==> config.mk <==
export PLATFORM = sky130hd
export DESIGN_NAME = rom_bus_ctrl_flat
export DESIGN_NICKNAME = d
export VERILOG_FILES = /design/src/rtl/rom_bus_ctrl_if.sv /design/src/rtl/rom_bus_ctrl.sv /design/src/flat_wrapper.sv
export SDC_FILE = /design/constraint.sdc
export NUM_CORES = 1
export LEC_CHECK = 0
export ABC_AREA = 0
export ABC_CLOCK_PERIOD_IN_PS = 2700
export CORE_MARGIN = 2
export CORE_UTILIZATION = 39
export CTS_CLUSTER_SIZE = 30
export DETAILED_ROUTE_END_ITERATION = 12
export PLACE_DENSITY = 0.79
export SYNTH_ARGS = -nofsm -noshare
export SYNTH_HDL_FRONTEND = slang
export SYNTH_SLANG_ARGS = --single-unit
==> constraint.sdc <==
create_clock -name clock -period 2.7 [get_ports clock]
set_clock_uncertainty 0.1 [all_clocks]
set_input_delay 0.675 -clock clock [delete_from_list [all_inputs] [get_ports clock]]
set_output_delay 0.675 -clock clock [all_outputs]
set_load 0.1 [all_outputs]
==> src/rtl/rom_bus_ctrl_if.sv <==
// CPU multiplexed-bus and host load/readback signals of the program-memory controller.
// host_err exists only when ROM_BUS_CTRL_WRITE_PROTECT_EN is defined.
interface rom_bus_ctrl_if;
    logic        sync;
    logic [3:0]  bus_in;
    logic [3:0]  bus_out;
    logic        bus_oe;
    logic        host_req;
    logic        host_we;
    logic [11:0] host_addr;
    logic [7:0]  host_wdata;
    logic        host_ack;
    logic [7:0]  host_rdata;
    logic        locked;
    logic        sync_err;
`ifdef ROM_BUS_CTRL_WRITE_PROTECT_EN
    logic        host_err;

    modport master (output sync, bus_in, host_req, host_we, host_addr, host_wdata,
                    input  bus_out, bus_oe, host_ack, host_rdata, locked, sync_err, host_err);
    modport slave  (input  sync, bus_in, host_req, host_we, host_addr, host_wdata,
                    output bus_out, bus_oe, host_ack, host_rdata, locked, sync_err, host_err);
`else
    modport master (output sync, bus_in, host_req, host_we, host_addr, host_wdata,
                    input  bus_out, bus_oe, host_ack, host_rdata, locked, sync_err);
    modport slave  (input  sync, bus_in, host_req, host_we, host_addr, host_wdata,
                    output bus_out, bus_oe, host_ack, host_rdata, locked, sync_err);
`endif
endinterface

==> src/rtl/rom_bus_ctrl.sv <==
// Program-memory controller: 8-subcycle fetch on the 4-bit CPU bus plus host load/readback in idle slots.
// Latency: fetch addr in subcycle 2, opcode nibbles in 3-4; host access acks one clock after it starts.
// Backpressure: host_req is held until host_ack; CPU fetch always wins (ROM_BUS_CTRL_WRITE_PROTECT_EN adds host_err).
module rom_bus_ctrl #(
    parameter int unsigned AW     = 12,
    parameter logic [11:0] WP_TOP = 12'h0FF
) (
    input  logic          clock,
    input  logic          reset,
    rom_bus_ctrl_if.slave bus,
    output logic [AW-1:0] mem_addr,
    output logic          mem_re,
    output logic          mem_we,
    output logic [7:0]    mem_wdata,
    input  logic [7:0]    mem_rdata
);
    typedef enum logic {UNLOCKED, LOCKED} state_t;

    state_t      state;
    logic [2:0]  cnt;
    logic [7:0]  addr_lo;
    logic [7:0]  opbuf;
    logic [7:0]  rdata_q;
    logic        ack_q;
    logic        rd_q;
    logic        err_q;
    logic        sync_err_q;

    logic        run;
    logic        fetch_a;
    logic        host_start;
    logic        wp_hit;
    logic [11:0] fetch_full;

`ifdef ROM_BUS_CTRL_WRITE_PROTECT_EN
    assign wp_hit       = bus.host_addr[AW-1:0] <= WP_TOP[AW-1:0];
    assign bus.host_err = err_q && run;
`else
    logic unused_wp;
    assign wp_hit    = 1'b0;
    assign unused_wp = ^{WP_TOP, err_q};
`endif

    // Reset gates the combinational outputs so an aborted access never acks.
    assign run        = !reset;
    assign fetch_a    = run && (state == LOCKED) && (cnt == 3'd2);
    assign host_start = run && bus.host_req && !ack_q &&
                        ((state == UNLOCKED) || (cnt == 3'd5));
    assign fetch_full = {bus.bus_in, addr_lo};

    always_comb begin
        mem_addr  = '0;
        mem_re    = 1'b0;
        mem_we    = 1'b0;
        mem_wdata = 8'h00;
        if (fetch_a) begin
            mem_addr = fetch_full[AW-1:0];
            mem_re   = 1'b1;
        end else if (host_start) begin
            mem_addr = bus.host_addr[AW-1:0];
            if (bus.host_we) begin
                mem_we    = !wp_hit;
                mem_wdata = bus.host_wdata;
            end else begin
                mem_re = 1'b1;
            end
        end
    end

    always_comb begin
        bus.bus_out = 4'h0;
        bus.bus_oe  = 1'b0;
        if (run && (state == LOCKED) && (cnt == 3'd3)) begin
            bus.bus_out = mem_rdata[7:4];
            bus.bus_oe  = 1'b1;
        end else if (run && (state == LOCKED) && (cnt == 3'd4)) begin
            bus.bus_out = opbuf[3:0];
            bus.bus_oe  = 1'b1;
        end
    end

    // Read data is live from memory in the ack clock, then held in rdata_q.
    assign bus.host_ack   = ack_q && run;
    assign bus.host_rdata = (rd_q && run) ? mem_rdata : rdata_q;
    assign bus.locked     = (state == LOCKED);
    assign bus.sync_err   = sync_err_q;

    always_ff @(posedge clock) begin
        if (reset) begin
            state      <= UNLOCKED;
            cnt        <= 3'd0;
            addr_lo    <= 8'h00;
            opbuf      <= 8'h00;
            rdata_q    <= 8'h00;
            ack_q      <= 1'b0;
            rd_q       <= 1'b0;
            err_q      <= 1'b0;
            sync_err_q <= 1'b0;
        end else begin
            ack_q <= host_start;
            rd_q  <= host_start && !bus.host_we;
            err_q <= host_start && bus.host_we && wp_hit;
            if (rd_q) rdata_q <= mem_rdata;

            if (!bus.sync) begin
                state <= LOCKED;
                cnt   <= 3'd0;
            end else if (state == LOCKED) begin
                if (cnt == 3'd7) begin
                    state      <= UNLOCKED;
                    cnt        <= 3'd0;
                    sync_err_q <= 1'b1;
                end else begin
                    cnt <= cnt + 3'd1;
                end
            end

            if (state == LOCKED) begin
                case (cnt)
                    3'd0:    addr_lo[3:0] <= bus.bus_in;
                    3'd1:    addr_lo[7:4] <= bus.bus_in;
                    3'd3:    opbuf        <= mem_rdata;
                    default: ;
                endcase
            end
        end
    end
endmodule

==> src/flat_wrapper.sv <==
// flat-port wrapper written by rule: the top's interface ports become plain ports
module rom_bus_ctrl_flat 
#(
    parameter int unsigned AW     = 12,
    parameter logic [11:0] WP_TOP = 12'h0FF
)
  (clock, reset, mem_addr, mem_re, mem_we, mem_wdata, mem_rdata, bus_sync, bus_bus_in, bus_host_req, bus_host_we, bus_host_addr, bus_host_wdata, bus_bus_out, bus_bus_oe, bus_host_ack, bus_host_rdata, bus_locked, bus_sync_err);
  rom_bus_ctrl_if bus_i ();
  input  logic clock;
  input  logic reset;
  output logic [AW-1:0] mem_addr;
  output logic mem_re;
  output logic mem_we;
  output logic [7:0] mem_wdata;
  input  logic [7:0] mem_rdata;
  input wire logic [$bits(bus_i.sync)-1:0] bus_sync;
  input wire logic [$bits(bus_i.bus_in)-1:0] bus_bus_in;
  input wire logic [$bits(bus_i.host_req)-1:0] bus_host_req;
  input wire logic [$bits(bus_i.host_we)-1:0] bus_host_we;
  input wire logic [$bits(bus_i.host_addr)-1:0] bus_host_addr;
  input wire logic [$bits(bus_i.host_wdata)-1:0] bus_host_wdata;
  output wire logic [$bits(bus_i.bus_out)-1:0] bus_bus_out;
  output wire logic [$bits(bus_i.bus_oe)-1:0] bus_bus_oe;
  output wire logic [$bits(bus_i.host_ack)-1:0] bus_host_ack;
  output wire logic [$bits(bus_i.host_rdata)-1:0] bus_host_rdata;
  output wire logic [$bits(bus_i.locked)-1:0] bus_locked;
  output wire logic [$bits(bus_i.sync_err)-1:0] bus_sync_err;
  assign bus_i.sync = bus_sync;
  assign bus_i.bus_in = bus_bus_in;
  assign bus_i.host_req = bus_host_req;
  assign bus_i.host_we = bus_host_we;
  assign bus_i.host_addr = bus_host_addr;
  assign bus_i.host_wdata = bus_host_wdata;
  assign bus_bus_out = bus_i.bus_out;
  assign bus_bus_oe = bus_i.bus_oe;
  assign bus_host_ack = bus_i.host_ack;
  assign bus_host_rdata = bus_i.host_rdata;
  assign bus_locked = bus_i.locked;
  assign bus_sync_err = bus_i.sync_err;
  rom_bus_ctrl #(.AW(AW), .WP_TOP(WP_TOP)) u_core (.clock(clock), .reset(reset), .bus(bus_i), .mem_addr(mem_addr), .mem_re(mem_re), .mem_we(mem_we), .mem_wdata(mem_wdata), .mem_rdata(mem_rdata));
endmodule
After elaboration in Yosys (flattened, before gate mapping)
Cells that the tools add are included.
Widths: inputs -> output; s select.
{ "op_classes": {"n_mux": 20, "addsub": 1, "n_eq_ne": 6, "bitwise": 2, "n_reduce_logical": 20} }
{ "op_table": {"columns": ["cell", "n"], "rows": [
  ["$mux 8", 4],
  ["$mux 12", 2],
  ["$mux 1", 11],
  ["$logic_and 1x1->1", 10],
  ["$eq 3x3->1 const B", 3],
  ["$mux 4", 2],
  ["$eq 3x2->1 const B", 2],
  ["$reduce_and 2->1", 3],
  ["$add 3x1->3 const B", 1],
  ["$eq 3x1->1 const B", 1],
  ["$logic_not 1->1", 3],
  ["$logic_not 3->1", 1],
  ["$mux 3", 1],
  ["$reduce_and 3->1", 1],
  ["$not 1->1", 2],
  ["$reduce_or 2->1", 1],
  ["$logic_or 1x1->1", 1]
]} }
{ "word_totals": {"reg_bits": 27, "output_inout_bits": 38, "word_cells": 58, "inputBits": 37} }

Longest topological paths before layout
{ "logic_depth": {"depth_word": 6, "ltp_mapped": 6, "ltp_nobuf": 5} }

Worst setup path after synthesis
OpenSTA, ideal clock, no wires.
{ "synth_path": {"kind": "input to output", "from": "in reset", "to": "out mem_wdata[0]", "required_time_ns": 1.925, "path_buffers": 1, "path_slack_ns": -1.379, "t_arrival_ns": 3.304, "stages": 4, "cell_sequence": "buf_6 > or3b_4 > nor4b_4 > and2_1"} }
{ "synth_via": {"elab_chain_len": 6, "word_cells_on_any_way": 8, "classes_between": "mux: 2; reduce/logical: 6"} }
{ "synth_lines": {"columns": ["item", "line_no", "rtl"], "rows": [
  ["start: declaration", "flat_wrapper.sv:10", "input logic reset;"],
  ["$logic_not 1->1 (*)", "rom_bus_ctrl.sv:45", "assign run = !reset;"],
  ["$logic_and 1x1->1 (3 in series)", "rom_bus_ctrl.sv:47", "assign host_start = run && bus.host_req && !ack_q &&"],
  ["$mux 8", "rom_bus_ctrl.sv:59", "end else if (host_start) begin"],
  ["$mux 8 (*)", "rom_bus_ctrl.sv:56", "if (fetch_a) begin"],
  ["end: declaration", "flat_wrapper.sv:14", "output logic [7:0] mem_wdata;"]
]} }
Mark *: on every way between the ends. The rest lies on a longest branch, timed or not.

Worst setup path after layout
Ends and elaborated chain as after synthesis.

==> qor.txt <==
Outcome: complete, but fails checks
Failing checks: setup timing
Worst-Margin Slew: 400 ps
Row cnt: 22
CTS tree: built
Post-synth EDFFs: 0
Worst Setup Start Kind: input pin
CP max stage cell: or3b_4
Synthesized area: 1460 um^2
RSZ-0062 raised after global routing: true
Grt total ovfl: 0
Final setup viols: 7
Leading area contributor after synthesis: dfxtp_1
Die height: 65.2 um
Worst endpoint required time: 1920 ps
Layout cells sized above 1: 44.6%
Power per cell area: 345 nW/um^2
Final cell count without fillers: 288
Sink Count: 27
Syn Area/Cell: 9.23 um^2
1st-iter DRT viols: 70
Largest net degree at the start of global routing: 19
Worst-path clk slew: 100 ps
Slowest Stage Delay on Critical Path: 400 ps
Clk buf depth: 2
Critical path arrival: 1930 ps
DR DRC count: 0
CP endpoint kind: output pin
Final Hold Fails: 0
CP max FO: 4
VDD IR-drop max: 0.420 mV
Final Net Count: 284
Fmax: 369 MHz
Setup WS post-layout: -7.13 ps
Die Width: 65.2 um
Post-Route WL: 4500 um
Synth top area cells: dfxtp_1, mux2i_1, a22o_1
Min Tclk post-route: 2710 ps
Synth top cells by count: dfxtp_1, nor2_1, mux2i_1
CP Cell Sequence: buf_8 > or3b_4 > nor4b_4 > buf_2 > and2_4 > buf_12
DR vias: 1451
First-pass GRT wire length: 6930 um
Crit Path Class: input pin to output pin
Period utilization: 100%
Leakage dissipation: 1.20 nW
Layout fillers: 199
Slew margin rel.: 73.2%
DP Wirelength: 3210 um
Post-synth cell types: 27
Worst-Skew Late Latency: 290 ps
Die area: 4250 um^2
Antenna-violating nets left: 0
# IOs: 75
Ys Warns: 0
Wirelength per Cell: 15.6 um
Max Slew Vio Count: 0
Total GRT Usage: 21.0%
Placed cell count: 279
Synth Register Bits: 27
Initial antenna violation count: 0
Num CTS Buffers: 3
IO buf count: 74
Fraction of registers with async set/reset: 0%
Cells after Synth: 158
Vias in the first global route: 1376
Area growth syn-to-layout: 104%
Routability Congestion: 0.762
Initial Util: 40.2%
Delay-heaviest family, CP: simple AND/OR/NAND/NOR gates
CP Buf/Inv Count: 3
First-pass iteration count of the detailed router: 4
Dpl ws: -466 ps
Number of H-tree levels: 1
Primary FF master, synth: dfxtp_1
Seq/Total Area, Yosys: 37.0%
Root buffer cell: clkbuf_8
Hold crit path type: register to register
Core ar.: 3630 um^2
Max-cap violation count: 0
Final Util: 81.8%
CTS Hold Buffers Added: 0
Syn_nets: 201
Top cell type's share of synthesized area: 37.0%
Via density: 5.04
Leading cell type by number of instances after synthesis: dfxtp_1
Diode count: 0
==> final timing paths <==
| check | from | slack, ps | endpoint | cells after the start |
|---|---|---|---|---|
| setup / recovery | reset | -7 | mem_wdata[0] | 6 |
| hold / removal | u_core.opbuf[2]$_SDFFE_PP0P_ | 370 | u_core.opbuf[2]$_SDFFE_PP0P_ | 2 |
| setup reg to reg | u_core.cnt[0]$_SDFFE_PP0P_ | 1080 | u_core.cnt[0]$_SDFFE_PP0P_ | 6 |
| hold reg to reg | u_core.opbuf[2]$_SDFFE_PP0P_ | 370 | u_core.opbuf[2]$_SDFFE_PP0P_ | 2 |
==> area by class of cell <==
type / instances / area (um^2) / share of cell area [%]
clock buffers: 3 / 41.3 / 1.39
clock inverters: 1 / 8.76 / 0.295
inverters: 3 / 11.3 / 0.379
multi-input cells: 118 / 1080 / 36.3
flip-flops and latches: 27 / 548 / 18.4
well taps: 48 / 60.1 / 2.02
repair buffers: 88 / 1220 / 41.1
==> where the power goes <==
part	total (mW)	switching, mW	internal (mW)
registers	0.423	0.0126	0.410
clock network	0.251	0.142	0.109
logic	0.352	0.194	0.158
total	1.03	0.348	0.677
==> layout by cell type (no fill, tap or decap), drive strengths merged, types with 9 or more instances in the layout <==
cell type	count
nand2	10
mux2i	16
a21oi	9
dfxtp	27
clkdlybuf4s50	34
a22o	12
buf	54
nor2	22
and2	9
mux2	9
==> registers in the layout (all words and copies together), names as in the netlist <==
signal,cells
u_core.ack_q,1
u_core.opbuf,4
u_core.rdata_q,8
u_core.bus.sync_err,1
u_core.cnt,3
u_core.bus.locked,1
u_core.addr_lo,8
u_core.rd_q,1
==> logic make-up after synthesis <==
family          Yosys count  share of synthesized area, %
compound gates           25                          12.4
fa+ha+maj                 6                          5.15
buf+inv                  13                          4.29
flops                    27                          37.0
mux                      25                          17.9
simple gates             62                          23.2
==> worst min-delay path, delay by kind of cell, from the launching register on <==
family / cells / cell delay, ps
DFF: 1 / 320
and+or+nand+nor: 1 / 60
AOI/OAI and AO/OA: 1 / 60
==> through the flow <==
| step | hold slack (ps) | setup TNS [ps] | power (mW) | instance area [um^2] |
|---|---|---|---|---|
| finish | 371 | -26.5 | 1.03 | 2970 |
| global route | 393 | -606 | 1.06 | 2970 |
| CTS | 370 | -305 | 1.02 | 2910 |
| detailed placement | 356 | -11210 | 0.769 | 2800 |
| global placement | 342 | -10090 | 0.764 | 2800 |
| floorplan | 333 | -9550 | 0.621 | 1620 |
==> per-layer routing <==
| metal | wire length, um | share of wire, % | vias up | GRT usage, % |
|---|---|---|---|---|
| met5 | 0 | 0 | - | 0 |
| met4 | 45 | 1.0 | 0 | 5.21 |
| met3 | 259 | 5.8 | 5 | 5.48 |
| met2 | 2330 | 52 | 47 | 34.7 |
| met1 | 1860 | 41 | 683 | 27.3 |
| li1 | - | - | 716 | - |
==> timing repair <==
item                                   4_1_cts  5_1_grt
buffers inserted                             2        2
setup endpoints to repair                   35       30
pin swaps                                    3        3
endpoints found under the hold margin        0        0
gates resized for setup                     25       13
cloned                                       1        0
(Power assumes the default switching activity.)
